File: src/rtl/regfile_wb_pkg.sv
// rtl/regfile_wb_pkg.sv - shared widths, types and constants for the regfile_wb slice
package regfile_wb_pkg;

    localparam int DATA_W  = 32;
    localparam int REG_NUM = 32;
    localparam int IDX_W   = 5;
    localparam int PEND_W  = 2;

    typedef logic [DATA_W-1:0] data_t;
    typedef logic [IDX_W-1:0]  idx_t;
    typedef logic [PEND_W-1:0] pend_t;

    localparam idx_t  REG_ZERO_IDX = '0;
    localparam pend_t PEND_MAX     = '1;
    localparam data_t DATA_ZERO    = '0;

    function automatic logic is_live_idx(idx_t idx);
        return idx != REG_ZERO_IDX;
    endfunction

endpackage

File: src/rtl/regfile_wb_if.sv
// rtl/regfile_wb_if.sv - write-back, read-port and issue bus between ID/EX and the register file
interface regfile_wb_if;
    import regfile_wb_pkg::*;

    logic  rdE_in;
    idx_t  rdIdx_in;
    data_t rdData_in;
    logic  rs1E_in;
    idx_t  rs1Idx_in;
    logic  rs2E_in;
    idx_t  rs2Idx_in;
    logic  issueE_in;
    idx_t  issueIdx_in;
    logic  flush_in;
    data_t rs1Data_out;
    data_t rs2Data_out;
    logic  stall_out;

    modport master (
        output rdE_in, rdIdx_in, rdData_in,
        output rs1E_in, rs1Idx_in, rs2E_in, rs2Idx_in,
        output issueE_in, issueIdx_in, flush_in,
        input  rs1Data_out, rs2Data_out, stall_out
    );

    modport slave (
        input  rdE_in, rdIdx_in, rdData_in,
        input  rs1E_in, rs1Idx_in, rs2E_in, rs2Idx_in,
        input  issueE_in, issueIdx_in, flush_in,
        output rs1Data_out, rs2Data_out, stall_out
    );

endinterface

File: src/rtl/regfile_wb_scoreboard.sv
// rtl/regfile_wb_scoreboard.sv - per-register pending-write counters, busy and stall generation
// Optional: REGFILE_BYPASS_EN lets a retiring write clear busy in the same cycle.
module regfile_wb_scoreboard
    import regfile_wb_pkg::*;
(
    input  logic clk_in,
    input  logic rst_in,
    input  logic i_rdE,
    input  idx_t i_rdIdx,
    input  logic i_issueE,
    input  idx_t i_issueIdx,
    input  logic i_flush,
    input  logic i_rs1E,
    input  idx_t i_rs1Idx,
    input  logic i_rs2E,
    input  idx_t i_rs2Idx,
    output logic o_stall
);

    pend_t              r_pend [REG_NUM];
    logic [REG_NUM-1:0] w_dec;
    logic [REG_NUM-1:0] w_inc;
    logic [REG_NUM-1:0] w_busy;
    logic               w_sat;
    logic               w_raw;
    logic               w_stall;

    always_comb begin
        w_dec  = '0;
        w_busy = '0;
        for (int i = 1; i < REG_NUM; i++) begin
            w_dec[i] = i_rdE && (i_rdIdx == idx_t'(i));
`ifdef REGFILE_BYPASS_EN
            // a write retiring the last outstanding result frees the register now
            w_busy[i] = r_pend[i] > pend_t'(w_dec[i]);
`else
            w_busy[i] = r_pend[i] != '0;
`endif
        end
    end

    always_comb begin
        w_raw   = (i_rs1E && is_live_idx(i_rs1Idx) && w_busy[i_rs1Idx])
                | (i_rs2E && is_live_idx(i_rs2Idx) && w_busy[i_rs2Idx]);
        w_sat   = i_issueE && is_live_idx(i_issueIdx) && (r_pend[i_issueIdx] == PEND_MAX);
        w_stall = w_raw | w_sat;
        o_stall = !rst_in && w_stall;
    end

    always_comb begin
        w_inc = '0;
        for (int i = 1; i < REG_NUM; i++) begin
            w_inc[i] = i_issueE && !w_stall && (i_issueIdx == idx_t'(i));
        end
    end

    always_ff @(posedge clk_in or posedge rst_in) begin
        if (rst_in) begin
            for (int i = 0; i < REG_NUM; i++) begin
                r_pend[i] <= '0;
            end
        end else begin
            for (int i = 0; i < REG_NUM; i++) begin
                if (i_flush) begin
                    r_pend[i] <= '0;
                end else if (w_inc[i] && !w_dec[i]) begin
                    r_pend[i] <= r_pend[i] + pend_t'(1);
                end else if (w_dec[i] && !w_inc[i] && (r_pend[i] != '0)) begin
                    r_pend[i] <= r_pend[i] - pend_t'(1);
                end
            end
        end
    end

endmodule

File: src/rtl/regfile_wb.sv
// rtl/regfile_wb.sv - integer register file with write-back port, two read ports and RAW scoreboard
// Optional: REGFILE_BYPASS_EN forwards the same-cycle write data to the read ports.
module regfile_wb
    import regfile_wb_pkg::*;
(
    input  logic         clk_in,
    input  logic         rst_in,
    regfile_wb_if.slave  bus
);

    data_t r_regs [REG_NUM];
    logic  w_wr_live;
    data_t w_rs1_data;
    data_t w_rs2_data;

    assign w_wr_live = bus.rdE_in && is_live_idx(bus.rdIdx_in);

    always_ff @(posedge clk_in or posedge rst_in) begin
        if (rst_in) begin
            for (int i = 0; i < REG_NUM; i++) begin
                r_regs[i] <= '0;
            end
        end else if (w_wr_live) begin
            r_regs[bus.rdIdx_in] <= bus.rdData_in;
        end
    end

    function automatic data_t read_sel(logic en, idx_t idx, data_t stored,
                                       logic wr_live, idx_t wr_idx, data_t wr_data);
        data_t v;
        v = DATA_ZERO;
        if (en && is_live_idx(idx)) begin
`ifdef REGFILE_BYPASS_EN
            v = (wr_live && (wr_idx == idx)) ? wr_data : stored;
`else
            v = (wr_live && (wr_idx == idx)) ? stored : stored;
`endif
        end
        return v;
    endfunction

    always_comb begin
        w_rs1_data = read_sel(bus.rs1E_in, bus.rs1Idx_in, r_regs[bus.rs1Idx_in],
                              w_wr_live, bus.rdIdx_in, bus.rdData_in);
        w_rs2_data = read_sel(bus.rs2E_in, bus.rs2Idx_in, r_regs[bus.rs2Idx_in],
                              w_wr_live, bus.rdIdx_in, bus.rdData_in);
        bus.rs1Data_out = rst_in ? DATA_ZERO : w_rs1_data;
        bus.rs2Data_out = rst_in ? DATA_ZERO : w_rs2_data;
    end

    regfile_wb_scoreboard u_scoreboard (
        .clk_in     (clk_in),
        .rst_in     (rst_in),
        .i_rdE      (bus.rdE_in),
        .i_rdIdx    (bus.rdIdx_in),
        .i_issueE   (bus.issueE_in),
        .i_issueIdx (bus.issueIdx_in),
        .i_flush    (bus.flush_in),
        .i_rs1E     (bus.rs1E_in),
        .i_rs1Idx   (bus.rs1Idx_in),
        .i_rs2E     (bus.rs2E_in),
        .i_rs2Idx   (bus.rs2Idx_in),
        .o_stall    (bus.stall_out)
    );

endmodule

File: src/flat_wrapper.sv
// flat-port wrapper written by rule: the top's interface ports become plain ports
module regfile_wb_flat import regfile_wb_pkg::*;
  (clk_in, rst_in, bus_rdE_in, bus_rdIdx_in, bus_rdData_in, bus_rs1E_in, bus_rs1Idx_in, bus_rs2E_in, bus_rs2Idx_in, bus_issueE_in, bus_issueIdx_in, bus_flush_in, bus_rs1Data_out, bus_rs2Data_out, bus_stall_out);
  regfile_wb_if bus_i ();
  input  logic clk_in;
  input  logic rst_in;
  input wire logic [$bits(bus_i.rdE_in)-1:0] bus_rdE_in;
  input wire logic [$bits(bus_i.rdIdx_in)-1:0] bus_rdIdx_in;
  input wire logic [$bits(bus_i.rdData_in)-1:0] bus_rdData_in;
  input wire logic [$bits(bus_i.rs1E_in)-1:0] bus_rs1E_in;
  input wire logic [$bits(bus_i.rs1Idx_in)-1:0] bus_rs1Idx_in;
  input wire logic [$bits(bus_i.rs2E_in)-1:0] bus_rs2E_in;
  input wire logic [$bits(bus_i.rs2Idx_in)-1:0] bus_rs2Idx_in;
  input wire logic [$bits(bus_i.issueE_in)-1:0] bus_issueE_in;
  input wire logic [$bits(bus_i.issueIdx_in)-1:0] bus_issueIdx_in;
  input wire logic [$bits(bus_i.flush_in)-1:0] bus_flush_in;
  output wire logic [$bits(bus_i.rs1Data_out)-1:0] bus_rs1Data_out;
  output wire logic [$bits(bus_i.rs2Data_out)-1:0] bus_rs2Data_out;
  output wire logic [$bits(bus_i.stall_out)-1:0] bus_stall_out;
  assign bus_i.rdE_in = bus_rdE_in;
  assign bus_i.rdIdx_in = bus_rdIdx_in;
  assign bus_i.rdData_in = bus_rdData_in;
  assign bus_i.rs1E_in = bus_rs1E_in;
  assign bus_i.rs1Idx_in = bus_rs1Idx_in;
  assign bus_i.rs2E_in = bus_rs2E_in;
  assign bus_i.rs2Idx_in = bus_rs2Idx_in;
  assign bus_i.issueE_in = bus_issueE_in;
  assign bus_i.issueIdx_in = bus_issueIdx_in;
  assign bus_i.flush_in = bus_flush_in;
  assign bus_rs1Data_out = bus_i.rs1Data_out;
  assign bus_rs2Data_out = bus_i.rs2Data_out;
  assign bus_stall_out = bus_i.stall_out;
  regfile_wb u_core (.clk_in(clk_in), .rst_in(rst_in), .bus(bus_i));
endmodule
File: config.mk
export PLATFORM = sky130hd
export DESIGN_NAME = regfile_wb_flat
export DESIGN_NICKNAME = d
export VERILOG_FILES = /design/src/rtl/regfile_wb_pkg.sv /design/src/rtl/regfile_wb_if.sv /design/src/rtl/regfile_wb_scoreboard.sv /design/src/rtl/regfile_wb.sv /design/src/flat_wrapper.sv
export SDC_FILE = /design/constraint.sdc
export NUM_CORES = 2
export LEC_CHECK = 0
export CORE_UTILIZATION = 35
export CTS_CLUSTER_SIZE = 28
export DETAILED_ROUTE_END_ITERATION = 10
export GPL_TIMING_DRIVEN = 0
export PLACE_DENSITY = 0.52
export SETUP_SLACK_MARGIN = 0.1
export SYNTH_ARGS = -nofsm -noshare
export SYNTH_HDL_FRONTEND = slang
export SYNTH_SLANG_ARGS = --single-unit
File: constraint.sdc
create_clock -name clk_in -period 50.6 [get_ports clk_in]
set_input_delay 12.65 -clock clk_in [delete_from_list [all_inputs] [get_ports clk_in]]
set_output_delay 12.65 -clock clk_in [all_outputs]
set_load 0.05 [all_outputs]
==> impl_results.md <==
* Status: finished, violations left
* Failing checks: max-capacitance violations, max-slew violations
* Hold Buf Count CTS at 0
* CTS tree: yes
* Max-Cap Viols at 13
* EDFF count, synth at 0
* Gate family responsible for the most delay along the worst path: buffers and inverters
* Max-slew violations at 106
* Final setup violation count at 0
* ANT nets after route at 0
* Clk Latency, worst-skew pair at 0.81 ns
* Drt drc at 0
* Simple-gate portion of the synthesized area at 0.09472
* Grt total ovfl at 0
* Placed Area at 66100 um2
* H-tree depth reported by CTS at 4
* Worst Hold Endpoint: u_core.r_regs[1010]
* Row cnt at 153
* Detailed Place HPWL at 197.9 mm
* IR drop worst, VDD at 0.02586 mV
* Most common cell in the synthesized netlist: dfrtp_1
* Synth top area cells: dfrtp_1 (44%), mux2_2 (17%), mux4_2 (9.9%)
* Worst Path Buf+Inv at 5
* First-pass GRT wire length at 386.6 mm
* Total track usage at 0.3145
* Clock Sinks at 1086
* Fin crit period at 31.38 ns
* Final Cycle Share at 0.6201
* CP Cell Sequence: clkdlybuf4s50_1, clkbuf_1, clkbuf_1, clkbuf_1, mux4_2, a22oi_1, o21ai_0, o21ai_0, nor2_1, clkdlybuf4s50_1
* CP max stage cell: clkbuf_1
* Starting density of the core at 0.3524
* CORE AREA at 174000 um2
* Synth Area in Compound Gates at 0.09440
* Final instance area at 70590 um2
* Hold path start: u_core.r_regs[1010]
* YS warnings at 0
* Top post-synthesis cells by count: dfrtp_1 (1086), mux2_2 (899), nand2_1 (770)
* Hold Vio Cnt, Final at 0
* Worst min-delay path class: reg2reg
* Gpl congestion at 0.9842
* Post-Route WL at 280.2 mm
* Worst-Margin Slew at 1.705 ns
* Top cell type's share of synthesized area at 0.4431
* I/O Buffers at 112
* Post-Synth XOR/XNOR Area at 0
* Setup slack, reg-to-reg at 47.40 ns
* Origin of the critical flop-to-flop path: u_core.u_scoreboard.r_pend[32]
* FF-to-FF End: u_core.u_scoreboard.r_pend[60]
* Max transition margin at -0.1364
* Num ports at 124
* Net count after synthesis at 5423
* Slowest stage delay, CP at 1.10 ns
* Vias in the first global route at 48332
* Gate Count Post-Synth at 5364
* Critical path capture point type: output port
* Die height at 420.6 um
* Die width at 420.6 um
* Startpoint Class: input pin
* Synth Area in Adders at 0
* Crit path max fanout at 10
* Final net count at 5708
* Share of layout cells above drive strength 1 at 0.2796
* Post-synthesis cell area at 61330 um2
* Via/cell ratio at 6.215
* Die Area at 176900 um2
* Crit path kind: in2out
* Top FF cell, synth: dfrtp_1
* DR iter-0 viols at 6308
* Antenna violations before repair at 17
* Post-CTS sizing at 0
* Drt pass-1 iters at 7
* Worst endpoint required time at 37.95 ns
* Area Growth Syn to Fin at 15.09%
* Mux share of post-synthesis cell area at 0.3297
* Largest family of logic cells by synthesized area: multiplexers
* Power Dens Cells at 37.96 nW/um2
* Worst-path clk slew at 0.06 ns
* Clock Tree Buf Depth at 3
* Reg2reg path depth at 9
* Worst EP arrival at 18.73 ns
* Syn avg cell area at 11.43 um2
* Netlist cell types at 70
* Ys async rst share at 1.000
* Leakage at 30.59 nW
* Root Driver: clkbuf_16
* Flops & latches, synth at 1086
* CTS buffer count at 133
* Total number of vias at 50284
* Cell accounting for the most synthesized area: dfrtp_1
* Sum of negative setup slack at 0 ns
* Clk_skew at 0.01428 ns
* FMAX at 31.87 MHz
* Largest net degree at the start of global routing at 43
* # Post-CTS Setup Buffers at 0
* Seq/Total Area, Yosys at 0.4431
* Drt wl/cell at 34.63 um
* Crit path top cell by count: clkbuf_1
* RSZ-0062 raised after global routing: false
* Hold path cells at 1
[metrics by stage]
| step | worst slack [ns] | instances | total power [mW] | hold slack [ns] | utilization |
|---|---|---|---|---|---|
| CTS | 19.46 | 8077 | 2.671 | 0.4818 | 0.4051 |
| detailed placement | 19.44 | 7837 | 1.689 | 0.4690 | 0.3799 |
| finish | 19.22 | 8091 | 2.679 | 0.4862 | 0.4056 |
| global route | 19.40 | 8079 | 2.769 | 0.4953 | 0.4055 |
| global placement | -8.939 | 7801 | 1.670 | 0.4613 | 0.3756 |
| floorplan | 6.258 | 5364 | 1.503 | 0.4488 | - |
[where the power goes]
group / internal (mW) / switching [mW] / leakage, nW
clock network: 0.575 / 0.413 / 2.17
logic: 0.266 / 0.286 / 14.4
registers: 1.02 / 0.115 / 14.0
[cell type report]
class                           instances  area, um2
Antenna cell                           12      30.03
Timing Repair Buffer                  150       1864
Sequential cell                      1086      27180
Inverter                               10      46.29
Multi-Input combinational cell       3720      31850
Fill cell                           16686     103400
Tap cell                             2325       2909
Buffer                                548       2315
Clock buffer                          196       3889
Clock inverter                         44      508.0
[metal layers]
layer / routed length, um / up-vias / global-route usage
met5: 141 / - / 0.0005557
met4: 15620 / 16 / 0.1643
met3: 29620 / 668 / 0.09210
met2: 121700 / 2845 / 0.4633
met1: 113200 / 26289 / 0.4162
li1: - / 20466 / -
[cell usage in the layout (no fill, tap or decap), types with 34 or more instances in the layout]
cell and instances:
buf_1 41, a22oi_1 133, nand2_1 770, a311oi_1 34
dfrtp_1 1086, mux2i_1 389, nor2_1 226, buf_2 101
o211ai_1 37, nand3_1 48, a221oi_1 130, a21oi_1 148
o21ai_0 267, clkbuf_16 136, mux2_2 899, clkbuf_1 401
mux4_2 269, clkdlybuf4s50_1 112
[flip-flops by register name (all words and copies together), names as in the netlist]
| name | count |
|---|---|
| u_core.r_regs | 1024 |
| u_core.u_scoreboard.r_pend | 62 |
[how the worst max path moves through the flow]
stage                          start                   to  slack (ns)  cells after the start
detailed placement  bus_rs1Idx_in[1]  bus_rs1Data_out[27]       19.44                     10
global placement              rst_in  bus_rs2Data_out[15]       -8.94                      6
CTS                 bus_rs1Idx_in[1]  bus_rs1Data_out[27]       19.46                     10
global route        bus_rs2Idx_in[1]  bus_rs2Data_out[28]       19.40                     10
floorplan                     rst_in   bus_rs1Data_out[0]        6.26                      3
finish              bus_rs2Idx_in[1]  bus_rs2Data_out[28]       19.22                     10
[logic make-up (layout without fill, tap and decap cells)]
| kind of cell | after synthesis | count (layout) |
|---|---|---|
| flops | 1086 | 1086 |
| simple gates | 1289 | 1289 |
| mux | 1563 | 1563 |
| other cells | 0 | 12 |
| compound gates | 868 | 868 |
| buf+inv | 558 | 948 |
[worst reg2reg max path: cells and delay by family, from the launching register on]
family	cells	cell delay [ns]
multiplexers	1	0.35
flip-flops	1	0.44
AO/OA/AOI/OAI	2	0.66
buffers and inverters	2	0.89
AND/OR/NAND/NOR	4	0.82
Power figures use the tool's default switching activity.
